===== src/rtl/mips_prog_loader.sv =====
// rtl/mips_prog_loader.sv - byte-serial framed program loader feeding the mips_pipe instruction/data memory
//
// Frame: A5, ADDR_HI, ADDR_LO, CNT_HI, CNT_LO, CNT x 4 data bytes (big-endian words), CSUM.
// CSUM is the XOR of every byte after the sync byte. A good frame releases the CPU.
//
// Ports:
//   clk1      in   pipeline first-phase clock, all state on rising edge
//   rst       in   asynchronous active-high reset
//   in_valid  in   in_data carries a byte
//   in_data   in   stream byte
//   in_ready  out  loader accepts a byte (transfer on in_valid && in_ready)
//   mem_we    out  one-cycle memory write strobe
//   mem_addr  out  memory word address, wraps modulo 2^ADDR_W
//   mem_wdata out  32-bit word to write
//   busy      out  frame in progress (header, data or checksum phase)
//   done      out  one-cycle pulse when the checksum matches
//   err       out  sticky error, cleared only by rst
//   cpu_run   out  level release for the processor, held until rst

module mips_prog_loader #(
    parameter int ADDR_W = 10
) (
    input  logic              clk1,
    input  logic              rst,
    input  logic              in_valid,
    input  logic [7:0]        in_data,
    output logic              in_ready,
    output logic              mem_we,
    output logic [ADDR_W-1:0] mem_addr,
    output logic [31:0]       mem_wdata,
    output logic              busy,
    output logic              done,
    output logic              err,
    output logic              cpu_run
);

    typedef enum logic [2:0] {
        S_IDLE,
        S_HDR,
        S_DATA,
        S_CSUM,
        S_RUN,
        S_ERR
    } state_t;

    state_t state;
    state_t state_next;

    logic [1:0]        byte_cnt;
    logic [15:0]       word_idx;
    logic [ADDR_W-1:0] base_lo;
    logic [15:0]       count;
    logic [23:0]       shreg;
    logic [7:0]        xsum;

    logic              accept;
    logic              last_byte;
    logic [31:0]       word_full;
    logic [15:0]       hdr_base;
    logic [15:0]       hdr_count;
    logic              base_bad;
    logic              last_word;

    // Status outputs are pure decodes of the state so in_ready drops in the
    // very cycle RUN or ERR is entered.
    assign in_ready = (state == S_IDLE) || (state == S_HDR) ||
                      (state == S_DATA) || (state == S_CSUM);
    assign busy     = (state == S_HDR) || (state == S_DATA) || (state == S_CSUM);
    assign err      = (state == S_ERR);
    assign cpu_run  = (state == S_RUN);

    assign accept    = in_valid && in_ready;
    assign last_byte = (byte_cnt == 2'd3);

    // The shift register holds the three previous bytes, so together with the
    // current byte it forms either a full data word or the full header.
    assign word_full = {shreg, in_data};
    assign hdr_base  = shreg[23:8];
    assign hdr_count = {shreg[7:0], in_data};
    assign base_bad  = (hdr_base >> ADDR_W) != 16'd0;
    assign last_word = (word_idx + 16'd1) == count;

    always_comb begin
        state_next = state;
        case (state)
            S_IDLE: begin
                if (accept && (in_data == 8'hA5)) begin
                    state_next = S_HDR;
                end
            end
            S_HDR: begin
                if (accept && last_byte) begin
                    if (base_bad) begin
                        state_next = S_ERR;
                    end else if (hdr_count == 16'd0) begin
                        state_next = S_CSUM;
                    end else begin
                        state_next = S_DATA;
                    end
                end
            end
            S_DATA: begin
                if (accept && last_byte && last_word) begin
                    state_next = S_CSUM;
                end
            end
            S_CSUM: begin
                if (accept) begin
                    state_next = (in_data == xsum) ? S_RUN : S_ERR;
                end
            end
            S_RUN:   state_next = S_RUN;
            S_ERR:   state_next = S_ERR;
            default: state_next = S_IDLE;
        endcase
    end

    always_ff @(posedge clk1 or posedge rst) begin
        if (rst) begin
            state     <= S_IDLE;
            byte_cnt  <= 2'd0;
            word_idx  <= 16'd0;
            base_lo   <= '0;
            count     <= 16'd0;
            shreg     <= 24'd0;
            xsum      <= 8'd0;
            mem_we    <= 1'b0;
            mem_addr  <= '0;
            mem_wdata <= 32'd0;
            done      <= 1'b0;
        end else begin
            state  <= state_next;
            mem_we <= 1'b0;
            done   <= 1'b0;
            if (accept) begin
                case (state)
                    S_IDLE: begin
                        if (in_data == 8'hA5) begin
                            byte_cnt <= 2'd0;
                            word_idx <= 16'd0;
                            xsum     <= 8'd0;
                        end
                    end
                    S_HDR: begin
                        // byte_cnt wraps back to 0 on the 4th byte, ready for data
                        shreg    <= word_full[23:0];
                        xsum     <= xsum ^ in_data;
                        byte_cnt <= byte_cnt + 2'd1;
                        if (last_byte) begin
                            base_lo <= hdr_base[ADDR_W-1:0];
                            count   <= hdr_count;
                        end
                    end
                    S_DATA: begin
                        shreg    <= word_full[23:0];
                        xsum     <= xsum ^ in_data;
                        byte_cnt <= byte_cnt + 2'd1;
                        if (last_byte) begin
                            // address truncation to ADDR_W bits gives the wrap
                            mem_we    <= 1'b1;
                            mem_wdata <= word_full;
                            mem_addr  <= base_lo + word_idx[ADDR_W-1:0];
                            word_idx  <= word_idx + 16'd1;
                        end
                    end
                    S_CSUM: begin
                        if (in_data == xsum) begin
                            done <= 1'b1;
                        end
                    end
                    default: begin
                    end
                endcase
            end
        end
    end

endmodule


===== config.mk =====
export PLATFORM = sky130hd
export DESIGN_NAME = mips_prog_loader
export DESIGN_NICKNAME = d
export VERILOG_FILES = /design/src/rtl/mips_prog_loader.sv
export SDC_FILE = /design/constraint.sdc
export NUM_CORES = 1
export LEC_CHECK = 0
export ABC_AREA = 1
export CORE_MARGIN = 2
export CORE_UTILIZATION = 40
export CTS_CLUSTER_DIAMETER = 80
export DETAILED_ROUTE_END_ITERATION = 12
export GPL_TIMING_DRIVEN = 0
export SYNTH_ARGS = -nofsm -noshare
export SYNTH_HDL_FRONTEND = slang
export SYNTH_SLANG_ARGS = --single-unit

===== constraint.sdc =====
create_clock -name clk1 -period 9.9 [get_ports clk1]
set_input_delay 2.475 -clock clk1 [delete_from_list [all_inputs] [get_ports clk1]]
set_output_delay 2.475 -clock clk1 [all_outputs]
set_load 0.02 [all_outputs]

# Yosys cells after proc, flatten, opt, wreduce, memory -nomap -nowiden
# Index checks and enable logic that the tools add are counted.
# totals
reg_bits	123
input_bits	11
out_inout_bits	48
wordCells	72
# classes
add_sub_neg	3
eq_ne	15
muxes	21
bitwise	1
reduce_logical	21
# op_table
op	n
16-bit 2-to-1 mux	2
16-bit one-hot mux with 2 select lines	1
3-bit one-hot mux with 6 select lines	1
16-bit by 1-bit adder with 16-bit output, second input constant	1
16-bit equality test	1
16-bit logical NOT	1
8-bit one-hot mux with 2 select lines	1
16-bit nonzero test	1
3-bit 2-to-1 mux	5
10-bit adder	1
3-bit AND reduction	3
8-bit equality test	1
8-bit equality test, second input constant	1
1-bit 2-to-1 mux	8
8-bit 2-to-1 mux	1
2-bit by 1-bit inequality test with 1-bit output, second input constant	4
4-bit AND reduction	2
8-bit bitwise XOR	1
3-bit by 2-bit equality test with 1-bit output, second input constant	2
3-bit equality test, second input constant	2
1-bit logical OR	5
1-bit logical AND	4
2-bit inequality test, second input constant	2
2-bit one-hot mux with 2 select lines	1
other kinds (8)	9

# Depth between registers and ports, before layout
# logic_depth
word_depth	9
ltp_mapped	15

# Worst setup path before layout
# No wires, ideal clock.
# synth_path
path_kind	in2reg
startpoint	in in_data[6]
endpoint	reg word_idx[0]
t_arrival_ns	3.473
required_time_ns	9.769
setup_slack_ns	6.295
cell_stages	7
cell_sequence	inv_1 > nand3_1 > nor4_2 > o21ai_2 > nor2_1 > buf_2 > o21ai_0
# synth_between
elab_chain_len	3
# synth_rtl
element	line	text
start: declaration	26	input logic [7:0] in_data,
8-bit equality test	138	if (in_data == 8'hA5) begin
2-bit by 1-bit inequality test with 1-bit output (no line)	-	
4-bit AND reduction (no line)	-	
end signal: assignment	163	word_idx <= word_idx + 16'd1;
end: declaration	50	logic [15:0] word_idx;
# Every way passes these cells.
# A chain may end at the register's enable or synchronous reset.

# Worst setup path in the final report
# layout_path
startpoint	reg state[0]
endpoint	out err
# layout_between
elab_chain_len	1
# layout_rtl
element	line	text
start: declaration	46	state_t state;
start signal: assignment	132	state <= state_next;
3-bit equality test	69	assign err = (state == S_ERR);
end: declaration	33	output logic err,
# Every way passes these cells.

==> reports/metrics.cfg <==
[run_status]
status = completed

[cells_and_area]
nets = 826
n_antenna_cell = 0
fin_area_um2 = 7490
drive_gt1_share_pct = 8.58
area_delta_synth_final_pct = 24.0

[routing]
drc = 0
drt_wl_total_um = 16200
met1_length_um = 7690
highest_layer = met4
wl_per_cell_um = 16.2
vias_per_cell = 5.25
wl_met2_um = 7430
route.met3.wl_um = 815
vias = 5253
drt-pass1-iter-count = 7
antenna_left = 0
drtIter0Drc = 371

[die]
die_h_um = 127
core_um2 = 14600
die-area_um2 = 16100
initial_utilization_pct = 41.2
fp.dieW_um = 127
num_io_pins = 59
rows = 44

[global_route]
antenna_found_initial = 0
grt_pass1_vias = 5091
overflow = 0
grt_pass1_wl_um = 26700
grt_max_degree = 64
grt_usage_pct = 21.4

[synthesis]
synth_area_leaders = dfrtp_1, nand2_1, o21ai_0
synthArstFlopShare_pct = 100
synth_edf_count = 0
ys_seq_area_share_pct = 51.0
ys.flop_type = dfrtp_1
ys_seq_elements = 123
synth_top_area_share_pct = 51.0
syn_area_um2 = 6040
yosysTopAreaCell = dfrtp_1
yosysWarnings = 0
syn-num-nets = 748
netlist_instances = 725
synth_cell_types = 42
postSynthAreaPerCell_um2 = 8.33

[clocking]
hold_buffers = 0
cts.clk_slew.worst_paths_ns = 0.06
cts_buffer_depth = 2
cts_num_sinks = 123
cts_root_buffer = clkbuf_16
cts.repair.resized = 0
clock_latency_ns = 0.42
cts_tree = yes
cts.htree.levels = 4
cts-buffers-inserted = 17
post_cts_buffers = 0

[placed_design]
place_area_um2 = 6880
gp_congestion = 0.863
hpwlAfterDp_um = 12000
port_buffers = 58

[run]
drv_cap = 0

[timing]
tns_ns = 0
setup_violations = 0
clock.fmax_mhz = 220
fin_crit_sh_pct = 46.0
hold_viol_final = 0
grt_setup_unrepaired = no
tightest_slew_ns = 0.609
drv_slew = 0
fin_crit_ns = 4.55
skew_ns = 0.00559
slew_headroom_pct = 59.4

[setup_path]
worstPathMaxFanout = 4
worst_setup_path_end_kind = output pin
critPathKind = reg2out
crit_required_ns = 7.43
arrival_ns = 2.08
critPathLaunchType = flip-flop

[pwr]
leakage_nw = 3.58
peakVddDrop_mv = 0.130
fin_total_pwr_mw = 1.93
power_density_nw_per_um2 = 257

[min_path]
hold_class = reg2reg

[layout make-up]
cell class | count | area [µm²]
clock inverter | 13 | 165
buffer | 23 | 108
inverter | 78 | 298
multi-input combinational | 501 | 2560
timing repair buffer | 59 | 608
sequential | 123 | 3080
fill | 1446 | 7160
tap | 184 | 230
clock buffer | 19 | 443
[worst max-delay path, stage by stage (launching register included)]
cell and delay (ns):
dfrtp_1 0.43, inv_1 0.08, nor2_1 0.21, inv_1 0.10, nor2_1 0.19, clkdlybuf4s50_1 0.65
[layer usage]
layer | track usage [%] | vias up
met5 | 0 | -
met2 | 32.5 | 148
met4 | 7.37 | 0
met1 | 30.3 | 2541
li1 | - | 2540
met3 | 5.06 | 24
[state kept, by name (all words and copies together) (netlist names), 2 cells and up]
signal / flops
base_lo: 10
byte_cnt: 2
count: 16
mem_addr: 10
mem_wdata: 32
shreg: 24
state: 3
word_idx: 16
xsum: 8
[synthesized netlist by cell type, types with 3 or more instances]
library cell,n
inv_1,75
o41ai_1,5
a21oi_1,18
nor2_8,3
xnor2_1,8
nand3_1,53
clkbuf_1,12
xor2_1,7
nor3_1,4
nand2_2,7
nor2_1,47
o22ai_1,7
o21ai_0,94
inv_2,3
dfrtp_1,123
nor4_1,3
ha_1,11
buf_2,8
nand2_1,198
nand4_1,11
[through the flow]
stage          util, %  hold slack (ns)  instances  worst slack (ns)
4_1_cts           51.1            0.478       1000              5.33
3_5_place_dp      47.0            0.463        968              5.02
6_report          51.1            0.473       1000              5.35
5_1_grt           51.1            0.499       1000              5.19
2_1_floorplan        -            0.453        725              4.15
3_3_place_gp      46.8            0.462        967              2.34
[where the power goes]
| group | switching (mW) | internal, mW | total [mW] |
|---|---|---|---|
| logic | 0.329 | 0.209 | 0.538 |
| registers | 0.105 | 0.639 | 0.745 |
| clock network | 0.240 | 0.404 | 0.644 |
[worst paths after layout]
kind	startpoint	slack, ns	end	cells past startpoint
worst max-delay path	state[0]	5.35	err	5
worst max register to register	word_idx[0]	7.77	state[1]	14
worst min register to register	mem_wdata[27]	0.47	mem_wdata[27]	2
min in group asynchronous	rst	2.49	mem_wdata[13]	2
worst min-delay path	mem_wdata[27]	0.47	mem_wdata[27]	2
max in group asynchronous	rst	6.71	done	3
[cells by family after synthesis]
| family | after synthesis | synth area share, % |
|---|---|---|
| AND/OR/NAND/NOR | 336 | 24.8 |
| AO/OA/AOI/OAI | 136 | 12.4 |
| flip-flops | 123 | 51.0 |
| buffers and inverters | 101 | 6.63 |
| XOR/XNOR | 15 | 2.18 |
| adder cells (fa/ha/maj) | 12 | 2.61 |
| multiplexers | 2 | 0.373 |
[placed cells by master, fill, tap and decap left out, drive strengths merged, types with 5 or more instances in the layout]
cell and count:
nand2 207, dfrtp 123, o21ai 97, inv 81, clkdlybuf4s50 58, nor2 54
nand3 53, clkbuf 31, a21oi 18, buf 12, nand4 11, ha 11
xnor2 8, xor2 7, o22ai 7, o41ai 5, nor3 5
Note: power is estimated with default switching activity, not from simulation.
